===== src/rtl/br_arb.sv =====
// Two-port arbiter sharing a single branch/set-less-than comparator.
// Port 0 is the branch unit and port 1 is the SLT/SLTU path. Results are registered one cycle after accept.

module brc (
  input  logic [31:0] rs1,
  input  logic [31:0] rs2,
  input  logic        br_un,
  output logic        br_eq,
  output logic        br_lt
);

  // Compare the operands: br_un = 1 selects a signed compare, 0 an unsigned one.
  always_comb begin
    br_eq = (rs1 == rs2);
    if (br_un) begin
      br_lt = ($signed(rs1) < $signed(rs2));
    end else begin
      br_lt = (rs1 < rs2);
    end
  end

endmodule

module br_arb #(
  parameter bit RR_EN = 1'b1
) (
  input  logic        i_clk,
  input  logic        i_rst_n,
  input  logic [1:0]  i_req_valid,
  output logic [1:0]  o_req_ready,
  input  logic [31:0] i_rs1_p0,
  input  logic [31:0] i_rs2_p0,
  input  logic [31:0] i_rs1_p1,
  input  logic [31:0] i_rs2_p1,
  input  logic [2:0]  i_op_p0,
  input  logic [2:0]  i_op_p1,
  output logic        o_resp_valid,
  input  logic        i_resp_ready,
  output logic        o_resp_id,
  output logic        o_resp_result,
  output logic        o_resp_err
);

  typedef enum logic [0:0] {IDLE = 1'b0, HOLD = 1'b1} state_t;

  state_t      state_r;
  logic        ptr_r;
  logic        resp_valid_r;
  logic        resp_id_r;
  logic        resp_result_r;
  logic        resp_err_r;

  logic        grant_ok_s;
  logic [1:0]  grant_s;
  logic        gnt_id_s;
  logic        accept_s;
  logic [31:0] rs1_s;
  logic [31:0] rs2_s;
  logic [2:0]  op_s;
  logic        br_un_s;
  logic        br_eq_s;
  logic        br_lt_s;
  logic [1:0]  err_res_s;

  // Signed compares are the BLT/BGE/SLT encodings; all other ops use unsigned.
  function automatic logic op_br_un(input logic [2:0] op);
    logic un;
    case (op)
      3'b100, 3'b101, 3'b010: un = 1'b1;
      default:                un = 1'b0;
    endcase
    return un;
  endfunction

  // Returns {err, result}; an op not legal for the port yields result 0.
  function automatic logic [1:0] op_result(input logic port, input logic [2:0] op,
                                           input logic eq, input logic lt);
    logic [1:0] r;
    if (port == 1'b0) begin
      case (op)
        3'b000:         r = {1'b0, eq};
        3'b001:         r = {1'b0, ~eq};
        3'b100, 3'b110: r = {1'b0, lt};
        3'b101, 3'b111: r = {1'b0, ~lt};
        default:        r = 2'b10;
      endcase
    end else begin
      case (op)
        3'b010, 3'b011: r = {1'b0, lt};
        default:        r = 2'b10;
      endcase
    end
    return r;
  endfunction

  assign grant_ok_s = (state_r == IDLE) || (i_resp_ready == 1'b1);

  // Grant selection; a tie goes to the port not granted last when round-robin is enabled.
  always_comb begin
    grant_s = 2'b00;
    if (!i_rst_n || !grant_ok_s) begin
      grant_s = 2'b00;
    end else begin
      case (i_req_valid)
        2'b01:   grant_s = 2'b01;
        2'b10:   grant_s = 2'b10;
        2'b11: begin
          if (RR_EN && (ptr_r == 1'b0)) begin
            grant_s = 2'b10;
          end else begin
            grant_s = 2'b01;
          end
        end
        default: grant_s = 2'b00;
      endcase
    end
  end

  assign accept_s    = |grant_s;
  assign gnt_id_s    = grant_s[1];
  assign o_req_ready = grant_s;

  // Operand mux feeding the shared comparator.
  always_comb begin
    if (gnt_id_s) begin
      rs1_s = i_rs1_p1;
      rs2_s = i_rs2_p1;
      op_s  = i_op_p1;
    end else begin
      rs1_s = i_rs1_p0;
      rs2_s = i_rs2_p0;
      op_s  = i_op_p0;
    end
  end

  assign br_un_s = op_br_un(op_s);

  brc u_brc (
    .rs1   (rs1_s),
    .rs2   (rs2_s),
    .br_un (br_un_s),
    .br_eq (br_eq_s),
    .br_lt (br_lt_s)
  );

  assign err_res_s = op_result(gnt_id_s, op_s, br_eq_s, br_lt_s);

  // IDLE/HOLD control with the response registers and the last-grant pointer.
  always_ff @(posedge i_clk or negedge i_rst_n) begin
    if (!i_rst_n) begin
      state_r       <= IDLE;
      ptr_r         <= 1'b1;
      resp_valid_r  <= 1'b0;
      resp_id_r     <= 1'b0;
      resp_result_r <= 1'b0;
      resp_err_r    <= 1'b0;
    end else if (accept_s) begin
      state_r       <= HOLD;
      ptr_r         <= gnt_id_s;
      resp_valid_r  <= 1'b1;
      resp_id_r     <= gnt_id_s;
      resp_result_r <= err_res_s[0];
      resp_err_r    <= err_res_s[1];
    end else begin
      case (state_r)
        HOLD: begin
          if (i_resp_ready) begin
            state_r      <= IDLE;
            resp_valid_r <= 1'b0;
          end else begin
            state_r      <= HOLD;
            resp_valid_r <= 1'b1;
          end
        end
        IDLE: begin
          state_r      <= IDLE;
          resp_valid_r <= 1'b0;
        end
        default: begin
          state_r      <= IDLE;
          resp_valid_r <= 1'b0;
        end
      endcase
    end
  end

  assign o_resp_valid  = resp_valid_r;
  assign o_resp_id     = resp_id_r;
  assign o_resp_result = resp_result_r;
  assign o_resp_err    = resp_err_r;

endmodule

===== config.mk =====
export PLATFORM = sky130hd
export DESIGN_NAME = br_arb
export DESIGN_NICKNAME = d
export VERILOG_FILES = /design/src/rtl/br_arb.sv
export SDC_FILE = /design/constraint.sdc
export NUM_CORES = 1
export LEC_CHECK = 0
export ABC_CLOCK_PERIOD_IN_PS = 7950
export CAP_MARGIN = 30
export CORE_UTILIZATION = 32
export CTS_BUF_LIST = sky130_fd_sc_hd__clkbuf_2
export CTS_CLUSTER_SIZE = 40
export DETAILED_ROUTE_END_ITERATION = 7
export PLACE_DENSITY = 0.83
export SKIP_CTS_REPAIR_TIMING = 1
export SLEW_MARGIN = 20
export SYNTH_ARGS = -nofsm -noshare
export SYNTH_HDL_FRONTEND = slang
export SYNTH_SLANG_ARGS = --single-unit

===== constraint.sdc =====
create_clock -name i_clk -period 7.95 [get_ports i_clk]
set_input_delay 1.1925 -clock i_clk [delete_from_list [all_inputs] [get_ports i_clk]]
set_output_delay 1.1925 -clock i_clk [all_outputs]
set_load 0.005 [all_outputs]

==> flow_summary.json <==
{
  "core_sq_mm": 0.005270,
  "finalMaxSlewViolations": 0,
  "track_usage": 0.1921,
  "synth_edf_count": 0,
  "critPathLaunchType": "input pin",
  "clk_latency_ps": 230,
  "fin_crit_sh": 0.6577,
  "yosysMostFrequentCell": "nand2_1",
  "placed_area_sq_mm": 0.003278,
  "antennaDiodeCount": 0,
  "ioPinCount": 145,
  "slew_headroom": 0.6328,
  "crit_fanout": 41,
  "synth_adder_area_share": 0.2230,
  "die_area_sq_mm": 0.005914,
  "fp.dieW_um": 76.91,
  "layout.nets": 572,
  "port_buffers": 144,
  "drt_wl_total_um": 5865,
  "cp-end-kind": "flop",
  "fmax_ghz": 0.1912,
  "tightest_slew_ps": 550.0,
  "synthMuxAreaShare": 0.1909,
  "drt_drc_violations_left": 0,
  "arrival_ps": 5350,
  "grt_max_degree": 42,
  "num_vias": 2318,
  "viasPerCell": 4.932,
  "cts_made_buffers": 3,
  "rsz0062_at_grt": "false",
  "wire_per_inst_um": 12.48,
  "synthTopCellsByArea": "nand2_1 23%, ha_1 22%, mux2i_1 18%",
  "root_buffer": "clkbuf_2",
  "cts_tree": "done",
  "final.setup.tns_ps": 0,
  "drive_above_1_share": 0.03250,
  "antenna_found_initial": 0,
  "async_flop_share": 1.000,
  "rows": 26,
  "h-tree-depth": 1,
  "overflow": 0,
  "synth-seq-cells": 5,
  "antenna_left": 0,
  "nFillCells": 471,
  "first_pass_iters": 4,
  "finClkSkew_ps": 1.859,
  "synthTopCellsByCount": "108 x nand2_1, 32 x ha_1, 32 x mux2i_1",
  "die_h_um": 76.91,
  "syn_nets": 433,
  "hp-class": "flop to flop",
  "dp.final_hpwl_um": 4964,
  "drt_iter0_drc": 81,
  "cap_violations": 0,
  "finalSetupViolCount": 0,
  "synth-simple-area-share": 0.3275,
  "synth_top_cell_area_share": 0.2258,
  "cp.required_ps": 8070,
  "area_delta_synth_final_pct": 83.69,
  "dp_slack_ps": 2413,
  "p_leak_uw": 0.001431,
  "synth_xor_area_frac": 0.004878,
  "syn_area_per_cell_sq_um": 6.853,
  "seq_area_frac_synth": 0.07038,
  "gp_congestion": 0.7915,
  "grt_pass1_wl_um": 9494,
  "synthCells": 262,
  "start_util": 0.3407,
  "cts_buffer_depth": 2,
  "synth_top_family_by_area": "simple AND/OR/NAND/NOR gates",
  "hold_viol_final": 0,
  "vdd.ir_drop.worst_mv": 0.03941,
  "cts_sinks": 5,
  "synth_area_sq_mm": 0.001795,
  "stdcell_area_sq_mm": 0.003298,
  "worst-setup-path-type": "input pin to flop",
  "power_density_mw_per_mm2": 86.39,
  "yosysWarningCount": 0,
  "outcome": "completed",
  "r2r.worst_path.cells": 13,
  "holdPathStages": 2,
  "layout_min_cycle_time_ps": 5229,
  "yosysUniqueCellTypes": 39,
  "clk_pin_slew_ps": 70,
  "yosys.area.top_type": "nand2_1",
  "ys.flop_type": "dfrtp_1",
  "postLayoutSetupSlackWorst_ps": 2721,
  "synth_compound_area_frac": 0.1429,
  "first_global_vias": 2305
}
-- final cells by class --
cell class,count,area (sq um),area share
Inverter,5,18.77,0.005690
Clock inverter,1,5.005,0.001517
Tap cell,70,87.58,0.02656
Timing Repair Buffer,145,1449,0.4393
Sequential cell,5,126.4,0.03832
Clock buffer,3,15.01,0.004552
Multi-Input combinational cell,241,1597,0.4841
-- kinds of logic after synthesis --
group	count (synthesis)
multiplexers	33
adder cells (fa/ha/maj)	32
XOR/XNOR	1
flip-flops	5
AO/OA/AOI/OAI	39
AND/OR/NAND/NOR	136
buffers and inverters	16
-- registers in the layout, indices dropped and copies added, names as in the netlist --
register and count:
ptr_r 1, o_resp_id 1, o_resp_valid 1, o_resp_err 1, o_resp_result 1
-- cell usage in the layout (no fill, tap or decap), drive strengths merged, types with 2 or more instances in the layout --
master / n
clkdlybuf4s50: 144
nand2: 108
mux2i: 33
ha: 32
a21oi: 17
nand4: 9
o21ai: 7
inv: 5
nand3: 5
dfrtp: 4
nor2: 3
nor2b: 3
nor3b: 3
clkbuf: 3
nand2b: 2
a211oi: 2
nor4: 2
-- per-layer routing --
metal / global-route usage / wire length, um / vias up
met5: 0 / 0 / -
met4: 0.04231 / 27 / 0
met3: 0.02024 / 425 / 4
met2: 0.3786 / 3016 / 98
met1: 0.2167 / 2395 / 1007
li1: - / - / 1209
-- worst max-delay path, stage by stage --
cell and delay (ps):
clkdlybuf4s50_1 690, nand3_4 480, inv_2 610, buf_4 530
mux2i_1 270, ha_1 280, nand4_1 170, nor2_1 70
a221o_1 310, o31a_1 300, o21a_1 200, a22oi_1 130
o21ai_1 90
-- worst paths after layout --
check                             startpoint                        end  slack, ps
setup / recovery                     i_rst_n  o_resp_result$_DFFE_PN0P_       2720
hold / removal             ptr_r$_DFFE_PN1P_          ptr_r$_DFFE_PN1P_        490
setup reg to reg           ptr_r$_DFFE_PN1P_  o_resp_result$_DFFE_PN0P_       3840
hold reg to reg            ptr_r$_DFFE_PN1P_          ptr_r$_DFFE_PN1P_        490
max in group asynchronous            i_rst_n          ptr_r$_DFFE_PN1P_       6410
min in group asynchronous            i_rst_n      o_resp_id$_DFFE_PN0P_       1240
-- through the flow --
stage,power (uW),util,std cells,hold WS [ps]
after floorplan,153.4,-,262,454.1
after global placement,257.0,0.6220,466,467.7
after detailed placement,262.2,0.6220,466,491.3
after CTS,287.7,0.6258,470,502.4
after global routing,312.1,0.6258,470,541.1
final,284.9,0.6258,470,494.4
-- power by group --
part	switching, uW	internal [uW]	total, uW
clock	12.7	11.4	24.0
sequential	5.91	34.3	40.2
combinational	92.2	129	221
No activity file was read; power rests on OpenSTA's default activity.
